[src/rtl/tpu_pkg.sv]
// Shared TPU definitions used by the PE array top and its edge feeders.
//   TPU_DATA_W : default operand width (PE a_in width)
//   TPU_ROWS   : default number of PE array rows
//   ptr_width  : pointer width for a power-of-two buffer depth (min 1)
package tpu_pkg;

  localparam int unsigned TPU_DATA_W = 8;
  localparam int unsigned TPU_ROWS   = 4;

  function automatic int unsigned ptr_width(input int unsigned depth);
    return (depth > 2) ? $clog2(depth) : 1;
  endfunction

endpackage

[src/rtl/skew_delay_line.sv]
// One row of the input skew: a STAGES-deep shift register of {valid, data}.
//   clk_i, rst_ni : clock, asynchronous active-low reset
//   en_i          : advance the line (hold when low)
//   clr_i         : synchronous clear, wins over en_i
//   valid_i/data_i: entry into stage 0
//   valid_o/data_o: last stage
//   busy_o        : any stage holds a valid entry
module skew_delay_line #(
  parameter int unsigned STAGES = 1,
  parameter int unsigned DATA_W = 8
) (
  input  logic              clk_i,
  input  logic              rst_ni,
  input  logic              en_i,
  input  logic              clr_i,
  input  logic              valid_i,
  input  logic [DATA_W-1:0] data_i,
  output logic              valid_o,
  output logic [DATA_W-1:0] data_o,
  output logic              busy_o
);

  logic [STAGES-1:0] valid_q, valid_d;
  logic [DATA_W-1:0] data_q [STAGES];
  logic [DATA_W-1:0] data_d [STAGES];

  always_comb begin
    valid_d[0] = valid_i;
    data_d[0]  = data_i;
    for (int unsigned i = 1; i < STAGES; i++) begin
      valid_d[i] = valid_q[i-1];
      data_d[i]  = data_q[i-1];
    end
  end

  always_ff @(posedge clk_i or negedge rst_ni) begin
    if (!rst_ni) begin
      valid_q <= '0;
      for (int unsigned i = 0; i < STAGES; i++) data_q[i] <= '0;
    end else if (clr_i) begin
      valid_q <= '0;
      for (int unsigned i = 0; i < STAGES; i++) data_q[i] <= '0;
    end else if (en_i) begin
      valid_q <= valid_d;
      for (int unsigned i = 0; i < STAGES; i++) data_q[i] <= data_d[i];
    end
  end

  assign valid_o = valid_q[STAGES-1];
  assign data_o  = data_q[STAGES-1];
  assign busy_o  = |valid_q;

endmodule

[src/rtl/systolic_input_skewer.sv]
// Left-edge feeder of the PE array: buffers columns of A and issues them
// with diagonal skew (row r delayed r cycles behind row 0).
//   clk, reset (async, active-low)
//   in_valid/in_ready/in_data : column input, lane r at [r*DATA_W +: DATA_W]
//   run   : advance FIFO output and skew stages; 0 freezes them
//   flush : synchronous clear of FIFO and skew stages
//   a_out/valid_out : per-row operand and valid to PE column 0
//   busy  : FIFO non-empty or any skew stage valid
module systolic_input_skewer
  import tpu_pkg::*;
#(
  parameter int unsigned ROWS   = TPU_ROWS,
  parameter int unsigned DATA_W = TPU_DATA_W,
  parameter int unsigned DEPTH  = 4
) (
  input  logic                   clk,
  input  logic                   reset,
  input  logic                   in_valid,
  output logic                   in_ready,
  input  logic [ROWS*DATA_W-1:0] in_data,
  input  logic                   run,
  input  logic                   flush,
  output logic [ROWS*DATA_W-1:0] a_out,
  output logic [ROWS-1:0]        valid_out,
  output logic                   busy
);

  localparam int unsigned PTR_W = ptr_width(DEPTH);
  localparam int unsigned CNT_W = PTR_W + 1;

  logic [ROWS*DATA_W-1:0] mem_q [DEPTH];
  logic [PTR_W-1:0]       wr_ptr_q, wr_ptr_d;
  logic [PTR_W-1:0]       rd_ptr_q, rd_ptr_d;
  logic [CNT_W-1:0]       count_q, count_d;

  logic full, empty, push, pop;
  logic [ROWS*DATA_W-1:0] col_data;
  logic [ROWS-1:0]        row_busy;

  assign full     = (count_q == CNT_W'(DEPTH));
  assign empty    = (count_q == '0);
  // in_ready reflects the registered state only, so it still shows the
  // pre-flush value during a flush cycle.
  assign in_ready = !full;
  assign push     = in_valid && !full && !flush;
  assign pop      = run && !empty && !flush;

  always_comb begin
    wr_ptr_d = wr_ptr_q;
    rd_ptr_d = rd_ptr_q;
    count_d  = count_q;
    if (flush) begin
      wr_ptr_d = '0;
      rd_ptr_d = '0;
      count_d  = '0;
    end else begin
      if (push) wr_ptr_d = wr_ptr_q + PTR_W'(1);
      if (pop)  rd_ptr_d = rd_ptr_q + PTR_W'(1);
      case ({push, pop})
        2'b10:   count_d = count_q + CNT_W'(1);
        2'b01:   count_d = count_q - CNT_W'(1);
        default: count_d = count_q;
      endcase
    end
  end

  always_ff @(posedge clk or negedge reset) begin
    if (!reset) begin
      wr_ptr_q <= '0;
      rd_ptr_q <= '0;
      count_q  <= '0;
    end else begin
      wr_ptr_q <= wr_ptr_d;
      rd_ptr_q <= rd_ptr_d;
      count_q  <= count_d;
    end
  end

  // Storage contents are qualified by count, so no reset is needed here.
  always_ff @(posedge clk) begin
    if (push) mem_q[wr_ptr_q] <= in_data;
  end

  // Without a pop, a zero bubble enters stage 0 of every row.
  assign col_data = pop ? mem_q[rd_ptr_q] : '0;

  for (genvar r = 0; r < ROWS; r++) begin : g_row
    skew_delay_line #(
      .STAGES (r + 1),
      .DATA_W (DATA_W)
    ) u_line (
      .clk_i   (clk),
      .rst_ni  (reset),
      .en_i    (run),
      .clr_i   (flush),
      .valid_i (pop),
      .data_i  (col_data[r*DATA_W +: DATA_W]),
      .valid_o (valid_out[r]),
      .data_o  (a_out[r*DATA_W +: DATA_W]),
      .busy_o  (row_busy[r])
    );
  end

  assign busy = !empty || (|row_busy);

endmodule
[config.mk]
export PLATFORM = sky130hd
export DESIGN_NAME = systolic_input_skewer
export DESIGN_NICKNAME = d
export VERILOG_FILES = /design/src/rtl/tpu_pkg.sv /design/src/rtl/skew_delay_line.sv /design/src/rtl/systolic_input_skewer.sv
export SDC_FILE = /design/constraint.sdc
export NUM_CORES = 1
export LEC_CHECK = 0
export CAP_MARGIN = 20
export CORE_UTILIZATION = 62
export CTS_CLUSTER_DIAMETER = 50
export CTS_CLUSTER_SIZE = 16
export DETAILED_ROUTE_END_ITERATION = 6
export PLACE_DENSITY = 0.87
export SLEW_MARGIN = 20
export SYNTH_ARGS = -nofsm -noshare
export SYNTH_HDL_FRONTEND = slang
export SYNTH_HIERARCHICAL = 1
export SYNTH_SLANG_ARGS = --single-unit
[constraint.sdc]
create_clock -name clk -period 3.9 [get_ports clk]
set_input_delay 0.39 -clock clk [delete_from_list [all_inputs] [get_ports clk]]
set_output_delay 0.39 -clock clk [all_outputs]
set_load 0.005 [all_outputs]
==> results of run 1 <==
[power breakdown]
part	switching [uW]	total, uW	internal, uW
Combinational	186	392	207
Clock	811	1810	1000
Sequential	57.2	2640	2580
[metrics by stage]
stage / total power, uW / area (sq um)
after detailed placement: 3080 / 10000
after global routing: 5010 / 10600
after CTS: 4890 / 10600
after floorplan: 2960 / 9360
final: 4840 / 10600
after global placement: 3060 / 10000
[per-layer routing]
layer / vias up / share of wire [%] / GRT usage, %
li1: 2176 / - / -
met1: 2423 / 41 / 29.2
met2: 132 / 53 / 40.1
met3: 27 / 4.3 / 3.52
met4: 0 / 2.0 / 8.03
met5: - / 0 / 0
[sequential cells by signal, indices dropped and copies added, names as in the netlist]
name / flops
mem_q: 128
g_row.u_line/valid_q: 9
rd_ptr_q: 2
g_row.u_line/data_d: 48
count_q: 3
g_row.u_line/busy_o: 1
wr_ptr_q: 2
g_row.u_line/data_o: 32
[cell usage in the layout (no fill, tap or decap), types with 2 or more instances in the layout]
cell	n
a21oi_1	2
a41oi_1	2
and2_2	4
buf_4	7
clkbuf_1	8
clkbuf_16	19
clkdlybuf4s50_1	71
dfrtp_1	96
edfxtp_1	128
ha_1	4
inv_1	3
mux2i_1	90
mux4_2	32
nand2_1	6
nand3_1	5
nor2_1	95
nor2b_1	5
nor2b_2	8
nor2b_4	20
o21ai_0	4
or3_1	2
xnor2_1	2
xor2_1	2
[cell type report]
| cell class | instances | area, sq um |
|---|---|---|
| well taps | 184 | 230 |
| flip-flops and latches | 225 | 6270 |
| fillers | 876 | 4050 |
| clock inverters | 5 | 63.8 |
| inverters | 3 | 11.3 |
| multi-input cells | 300 | 2730 |
| clock buffers | 28 | 519 |
| repair buffers | 79 | 774 |
[logic make-up after synthesis]
kind of cell             synth area share [%]
multiplexers                             17.3
adder cells (fa/ha/maj)                 0.749
AND/OR/NAND/NOR                          9.76
AO/OA/AOI/OAI                           0.829
XOR/XNOR                                0.375
flip-flops                               67.0
buffers and inverters                    3.93
[worst max-delay path, cell delays in order, from the launching register on]
cell,delay (ps)
dfrtp_1,410
or4_1,590
nor4_1,430
nand2_1,120
clkdlybuf4s50_1,460
[worst paths after layout]
check                           depth (start not counted)                                      to  slack, ps                                   start
worst max-delay path                                    4                                    busy       1020  g_row[3].u_line/valid_q[1]$_DFFE_PN0P_
worst min-delay path                                    1                  count_q[2]$_DFFE_PN0P_         60                                   reset
worst max register to register                          8                  count_q[2]$_DFFE_PN0P_       1450                  count_q[0]$_DFFE_PN0P_
worst min register to register                          2   g_row[3].u_line/data_o[1]$_DFFE_PN0P_        520   g_row[3].u_line/data_o[1]$_DFFE_PN0P_
max in group asynchronous                               2  g_row[2].u_line/data_d[10]$_DFFE_PN0P_       2960                                   reset
min in group clk                                        2   g_row[3].u_line/data_d[4]$_DFFE_PN0P_        330                                   flush
==> results_dict.tcl, run 1 <==
set metrics [dict create \
    root_buffer "clkbuf_16" \
    post-cts-setup-buffer-count 0 \
    fin_crit_ps 2880 \
    setup_tns_ps 0 \
    fin_ws_ps 1020 \
    finalClockSkew_ps 13.0 \
    gp_congestion 0.718 \
    avgSynthCellArea_sq_um 16.5 \
    area_delta_synth_final_pct 13.3 \
    worstSkewPairLatency_ps 480 \
    rows 44 \
    vias 4758 \
    worstPathMaxFanout 3 \
    drc 4 \
    synthTopCellsByArea "edfxtp_1, dfrtp_1, mux2i_1" \
    yosysTopAreaCellShare_pct 41.1 \
    grt_pass1_vias 5238 \
    timing.fmax_mhz 348 \
    maxCapViolCount 0 \
    postCtsResizedCells 0 \
    leakage_uw 0.00423 \
    fp.dieH_microns 125 \
    maxSlewViolCount 0 \
    ys.warnings.count 6 \
    arrival_ps 2490 \
    grt_max_degree 74 \
    power_density_nw_per_um2 457 \
    cts_sinks 225 \
    worst_ep_required_time_ps 3510 \
    synth_ff_type "edfxtp_1" \
    hpwlAfterDp_microns 10200 \
    path_class "reg -> out" \
    cp-start-kind "register" \
    synth_commonest_cells "edfxtp_1, dfrtp_1, nor2_1, mux2i_1, mux4_2" \
    ys_seq_area_share_pct 67.0 \
    rsz0062_at_grt "no" \
    grt_pass1_wl_microns 27400 \
    grt.total_usage_pct 22.9 \
    antenna_left 0 \
    setup_viol 0 \
    hold_viol_final 0 \
    final_util_pct 72.4 \
    wl_per_cell_microns 20.2 \
    cts_tree "done" \
    cts_buffers 19 \
    async_flop_share_pct 43.1 \
    synth_top_area_cell "edfxtp_1" \
    vias_per_cell 5.77 \
    drive_gt1_share_pct 16.3 \
    violations "DRC" \
    peakVddDrop_mv 0.371 \
    worstHoldPathType "in -> async" \
    dpl.cell_count 791 \
    synth_nets 608 \
    synth_edf_count 128 \
    antenna_found_initial 0 \
    dr.pass1.iters 6 \
    outcome "complete, but fails checks" \
    synth.most_common_cell "edfxtp_1" \
    place_ws_ps 1180 \
    slew_headroom_pct 32.6 \
    drt-initial-drc-count 307 \
    ios 75 \
    cts.path.max_buffers 3 \
    die_w_microns 125 \
    port_buffers 74 \
    start_util_pct 63.9 \
    crit_path_end_kind "primary output" \
    coreArea_sq_um 14600 \
    ys_ff_latch 225 \
    netlist_instances 566 \
    postCtsHoldBufs 0 \
    die_area_sq_um 15600 \
    nets 670 \
    grt-ovfl-total 0 \
    fin_cells 824 \
    path_clk_slew_ps 70 \
    synthesis.area_sq_um 9360 \
    h-tree-depth 1 \
    hold_ws_ps 60.3 \
    fin_crit_sh_pct 73.7 \
    drt-total-wl_microns 16600 \
    synth_cell_type_count 43 \
    worst_slew_pin_slew_ps 1010 \
    n_antenna_cell 0 \
]
(Power assumes the default switching activity.)
==> run 2: changes to the inputs <==
--- a/config.mk
+++ b/config.mk
@@ -6,11 +6,11 @@
 export NUM_CORES = 1
 export LEC_CHECK = 0
 export CAP_MARGIN = 20
-export CORE_UTILIZATION = 62
+export CORE_UTILIZATION = 58
 export CTS_CLUSTER_DIAMETER = 50
 export CTS_CLUSTER_SIZE = 16
 export DETAILED_ROUTE_END_ITERATION = 6
-export PLACE_DENSITY = 0.87
+export PLACE_DENSITY = 0.83
 export SLEW_MARGIN = 20
 export SYNTH_ARGS = -nofsm -noshare
 export SYNTH_HDL_FRONTEND = slang
==> constraint.sdc (replaced) <==
create_clock -name clk -period 2.8 [get_ports clk]
set_input_delay 0.28 -clock clk [delete_from_list [all_inputs] [get_ports clk]]
set_output_delay 0.28 -clock clk [all_outputs]
set_load 0.005 [all_outputs]
==> run 2 against run 1 <==
The run now ends clean; via count up 0.53%; critical path depth stayed put; final cell count is 5.0% higher; critical path type unchanged; critical endpoint unchanged; largest cell class unchanged.
==> results_dict.tcl, run 2 (synthesis results as in run 1) <==
set metrics [dict create \
    grt-ovfl-total 0 \
    grt_pass1_vias 5103 \
    hold_ws_ps 76.3 \
    start_util_pct 59.1 \
    final_cell_mix "edfxtp_1, dfrtp_1, nor2_1, mux2i_1, clkdlybuf4s50_1" \
    fp.dieH_microns 129 \
    setup_viol 0 \
    fin_total_pwr_uw 6880 \
    layout_commonest_cell "edfxtp_1" \
    grt_pass1_wl_microns 26600 \
    fin_area_sq_um 10800 \
    die_w_microns 129 \
    hold_viol_final 0 \
    postCtsResizedCells 0 \
    wl_met3_microns 806 \
    worst_slew_pin_slew_ps 1020 \
    drt-total-wl_microns 16300 \
    port_buffers 74 \
    postCtsHoldBufs 1 \
    cp_slowest_cell "or4_1" \
    cts_buffers 20 \
    wl_met1_microns 6850 \
    n_antenna_cell 0 \
    top_layer "met4" \
    cts_tree "done" \
    vias_per_cell 5.53 \
    crit_family "simple AND/OR/NAND/NOR gates" \
    rsz0062_at_grt "no" \
    cts.path.max_buffers 3 \
    drive_gt1_share_pct 17.7 \
    path_cells "or4_1 > nor4_1 > nand2_1 > clkdlybuf4s50_1" \
    worst-path-buf-inv 1 \
    vias 4783 \
    setup_tns_ps 0 \
    dr.pass1.iters 4 \
    outcome "completed" \
    worstHoldPathType "in -> reg" \
    worst_ep_required_time_ps 2520 \
    wl_per_cell_microns 18.8 \
    drt-initial-drc-count 301 \
    largest_reg_flops 128 \
    path_clk_slew_ps 70 \
    peakVddDrop_mv 0.564 \
    worstSkewPairLatency_ps 490 \
    timing.fmax_mhz 390 \
    cts_sinks 225 \
    cp-start-kind "register" \
    cpPeakStageDelay_ps 550 \
    hpwlAfterDp_microns 9630 \
    grt.total_usage_pct 21.2 \
    power_density_nw_per_um2 636 \
    root_buffer "clkbuf_16" \
    h-tree-depth 1 \
    post-cts-setup-buffer-count 0 \
    finalClockSkew_ps 9.19 \
    leakage_uw 0.00432 \
    gp_congestion 0.750 \
    maxCapViolCount 0 \
    dpl_cell_area_sq_um 10200 \
    antenna_found_initial 0 \
    area_delta_synth_final_pct 15.6 \
    ios 75 \
    nets 678 \
    path_class "reg -> out" \
    antenna_left 0 \
    fin_crit_ps 2570 \
    coreArea_sq_um 15800 \
    arrival_ps 2290 \
    rows 46 \
    largest-register "mem_q" \
    worstPathMaxFanout 3 \
    drc 0 \
    die_area_sq_um 16600 \
    crit_path_end_kind "primary output" \
    met2_length_microns 8280 \
    maxSlewViolCount 0 \
    fin_crit_sh_pct 91.7 \
    grt_max_degree 98 \
    slew_headroom_pct 31.8 \
]
run 2: changes by cell type in the layout (fill, tap and decap cells not counted), moves of 2 or more:
cell,before,now
clkbuf_1,8,5
clkbuf_16,19,21
clkbuf_8,1,4
inv_4,0,2
buf_12,0,6
run 2: routing by layer:
metal	vias up	track usage (%)
met2	139	37.3
met5	-	0
met3	30	3.22
met4	0	6.99
li1	2201	-
met1	2413	27.3
run 2: cell type report:
type                    count  area, sq um
flip-flops and latches    225         6270
fillers                  1015         5010
multi-input cells         300         2730
repair buffers             86          905
clock buffers              30          599
well taps                 216          270
clock inverters             5         37.5
inverters                   3         11.3
run 2: worst reg2reg max path, cell delays in order, from the launching register on:
cell and delay [ps]:
dfrtp_1 500, nor3_2 290, nand2b_4 180, or2_4 120, a21oi_2 30, fa_1 460, nor4b_1 380, o21ai_0 200
a41oi_1 260
run 2: worst paths after layout:
kind                                                        start                                endpoint  slack, ps  cells past startpoint
max reg2reg                                count_q[0]$_DFFE_PN0P_                  count_q[2]$_DFFE_PN0P_        260                      8
min in group asynchronous                                   reset                 wr_ptr_q[0]$_DFFE_PN0P_        310                      2
min                                                           run      g_row[0].u_line/busy_o$_DFFE_PN0P_         80                      3
max in group asynchronous                                   reset  g_row[2].u_line/data_d[11]$_DFFE_PN0P_       1790                      3
min reg2reg                 g_row[2].u_line/data_o[5]$_DFFE_PN0P_   g_row[2].u_line/data_o[5]$_DFFE_PN0P_        520                      2
max                        g_row[3].u_line/valid_q[1]$_DFFE_PN0P_                                    busy        230                      4
run 2: report_power, final:
group / internal, uW / switching (uW)
Combinational: 309 / 295
Sequential: 3590 / 38.8
Clock: 1500 / 1150
run 2: stage by stage:
step / cells / setup WS (ps) / utilization, %
after floorplan: 566 / 434 / -
after global placement: 829 / 601 / 64.3
after detailed placement: 829 / 298 / 64.3
after CTS: 865 / 183 / 68.4
after global routing: 865 / 75.6 / 68.4
final: 865 / 234 / 68.4
==> run 3: changes to the inputs <==
--- a/config.mk
+++ b/config.mk
@@ -6,6 +6,7 @@
 export NUM_CORES = 1
 export LEC_CHECK = 0
 export CAP_MARGIN = 20
+export CORE_MARGIN = 5
 export CORE_UTILIZATION = 58
 export CTS_CLUSTER_DIAMETER = 50
 export CTS_CLUSTER_SIZE = 16
==> run 3 against run 2 <==
Design area is 0.18% higher; flip-flop and latch count stayed put; routed wire length is 7.4% higher; clock skew is 11 ps higher; fmax is 1.7% higher; first-iteration DRC count is 26% higher; critical path type unchanged; largest power group unchanged.
==> results_dict.tcl, run 3 (synthesis results as in run 1) <==
set metrics [dict create \
    gp_congestion 0.754 \
    ios 75 \
    drc 0 \
    dpl_cell_area_sq_um 10200 \
    maxSlewViolCount 0 \
    worst_slew_pin_slew_ps 838 \
    postCtsResizedCells 0 \
    worstPathMaxFanout 3 \
    vias_per_cell 5.60 \
    wl_per_cell_microns 20.2 \
    cp-start-kind "register" \
    min_from "flush" \
    crit_path_end_kind "primary output" \
    fp.dieH_microns 137 \
    drt-total-wl_microns 17500 \
    dr.pass1.iters 7 \
    setup_tns_ps 0 \
    timing.fmax_mhz 396 \
    hpwlAfterDp_microns 10500 \
    grt.total_usage_pct 19.7 \
    rows 46 \
    rsz0062_at_grt "no" \
    h-tree-depth 1 \
    area_delta_synth_final_pct 15.9 \
    grt-ovfl-total 0 \
    fin_area_sq_um 10800 \
    fin_crit_sh_pct 90.1 \
    coreArea_sq_um 15800 \
    die_area_sq_um 18800 \
    path_class "reg -> out" \
    antenna_found_initial 1 \
    finalClockSkew_ps 20.1 \
    outcome "completed" \
    drt-initial-drc-count 378 \
    worstSkewPairLatency_ps 490 \
    final_cell_mix "edfxtp_1, nor2_1, dfrtp_1, mux2i_1, clkdlybuf4s50_1" \
    start_util_pct 59.1 \
    cts_buffers 20 \
    drive_gt1_share_pct 17.6 \
    die_w_microns 137 \
    peakVddDrop_mv 0.575 \
    slew_headroom_pct 44.2 \
    worstHoldPathType "in -> reg" \
    cts.path.max_buffers 3 \
    layout_commonest_cell "edfxtp_1" \
    grt_pass1_vias 5092 \
    root_buffer "clkbuf_16" \
    vias 4843 \
    cts_tree "done" \
    leakage_uw 0.00432 \
    fin_crit_ps 2520 \
    grt_max_degree 80 \
    port_buffers 74 \
    power_density_nw_per_um2 645 \
    path_clk_slew_ps 70 \
    nets 676 \
    setup_viol 0 \
    cts_sinks 225 \
    crit_start "g_row[3].u_line/valid_q[1]$_DFFE_PN0P_" \
    grt_pass1_wl_microns 28400 \
    worst_ep_required_time_ps 2520 \
    arrival_ps 2240 \
    hold_viol_final 0 \
    largest_reg_flops 128 \
    largest-register "mem_q" \
    r2r_start "count_q[0]$_DFFE_PN0P_" \
    maxCapViolCount 0 \
    antenna_left 0 \
]
-- run 3: worst max-delay path, stage by stage, from the launching register on --
cell             delay (ps)
dfrtp_1                 390
or4_1                   530
nor4_1                  280
nand2_1                  90
clkdlybuf4s50_1         460
-- run 3: worst paths after layout --
kind,endpoint,slack (ps),cells past startpoint
setup / recovery,busy,280,4
max in group asynchronous,g_row[2].u_line/data_d[9]$_DFFE_PN0P_,1780,3
setup reg to reg,g_row[2].u_line/valid_q[0]$_DFFE_PN0P_,450,7
min in group asynchronous,g_row[0].u_line/busy_o$_DFFE_PN0P_,310,2
hold / removal,rd_ptr_q[0]$_DFFE_PN0P_,150,2
hold reg to reg,g_row[2].u_line/data_o[4]$_DFFE_PN0P_,520,2
-- run 3: timing repair --
item | CTS | global route
hold buffers | 1 | 0
setup buffers | 0 | 0
hold endpoints to repair | 37 | 0
-- run 3: stage by stage --
step / hold WS, ps / util (%) / setup slack, ps / total power, uW / instances
finish: 146 / 68.5 / 276 / 6990 / 865
global route: 152 / 68.5 / 174 / 7260 / 865
CTS: 125 / 68.5 / 236 / 7070 / 864
detailed placement: 297 / 64.3 / 409 / 4310 / 827
global placement: 281 / 64.3 / 475 / 4280 / 827
floorplan: -15.6 / - / 434 / 4130 / 566
-- run 3: area by class of cell --
class	count	area (sq um)
sequential	225	6270
fill	1004	4990
multi-input combinational	300	2730
timing repair buffer	84	902
clock buffer	28	573
tap	216	270
clock inverter	8	82.6
inverter	3	11.3
antenna	1	2.50
-- run 3: report_power, final --
part	internal (uW)	total [uW]	leakage, uW	switching, uW
Combinational	309	591	0.00149	282
Clock	1550	2740	0.000325	1190
Sequential	3590	3650	0.00251	60.7
Total	5450	6990	0.00432	1540
-- run 3: layer usage --
| layer | up-vias | part of all wire [%] | global-route usage, % |
|---|---|---|---|
| li1 | 2194 | - | - |
| met1 | 2477 | 40 | 26.7 |
| met2 | 141 | 52 | 33.3 |
| met3 | 31 | 5.1 | 3.27 |
| met4 | 0 | 2.3 | 5.54 |
| met5 | - | 0 | 0 |
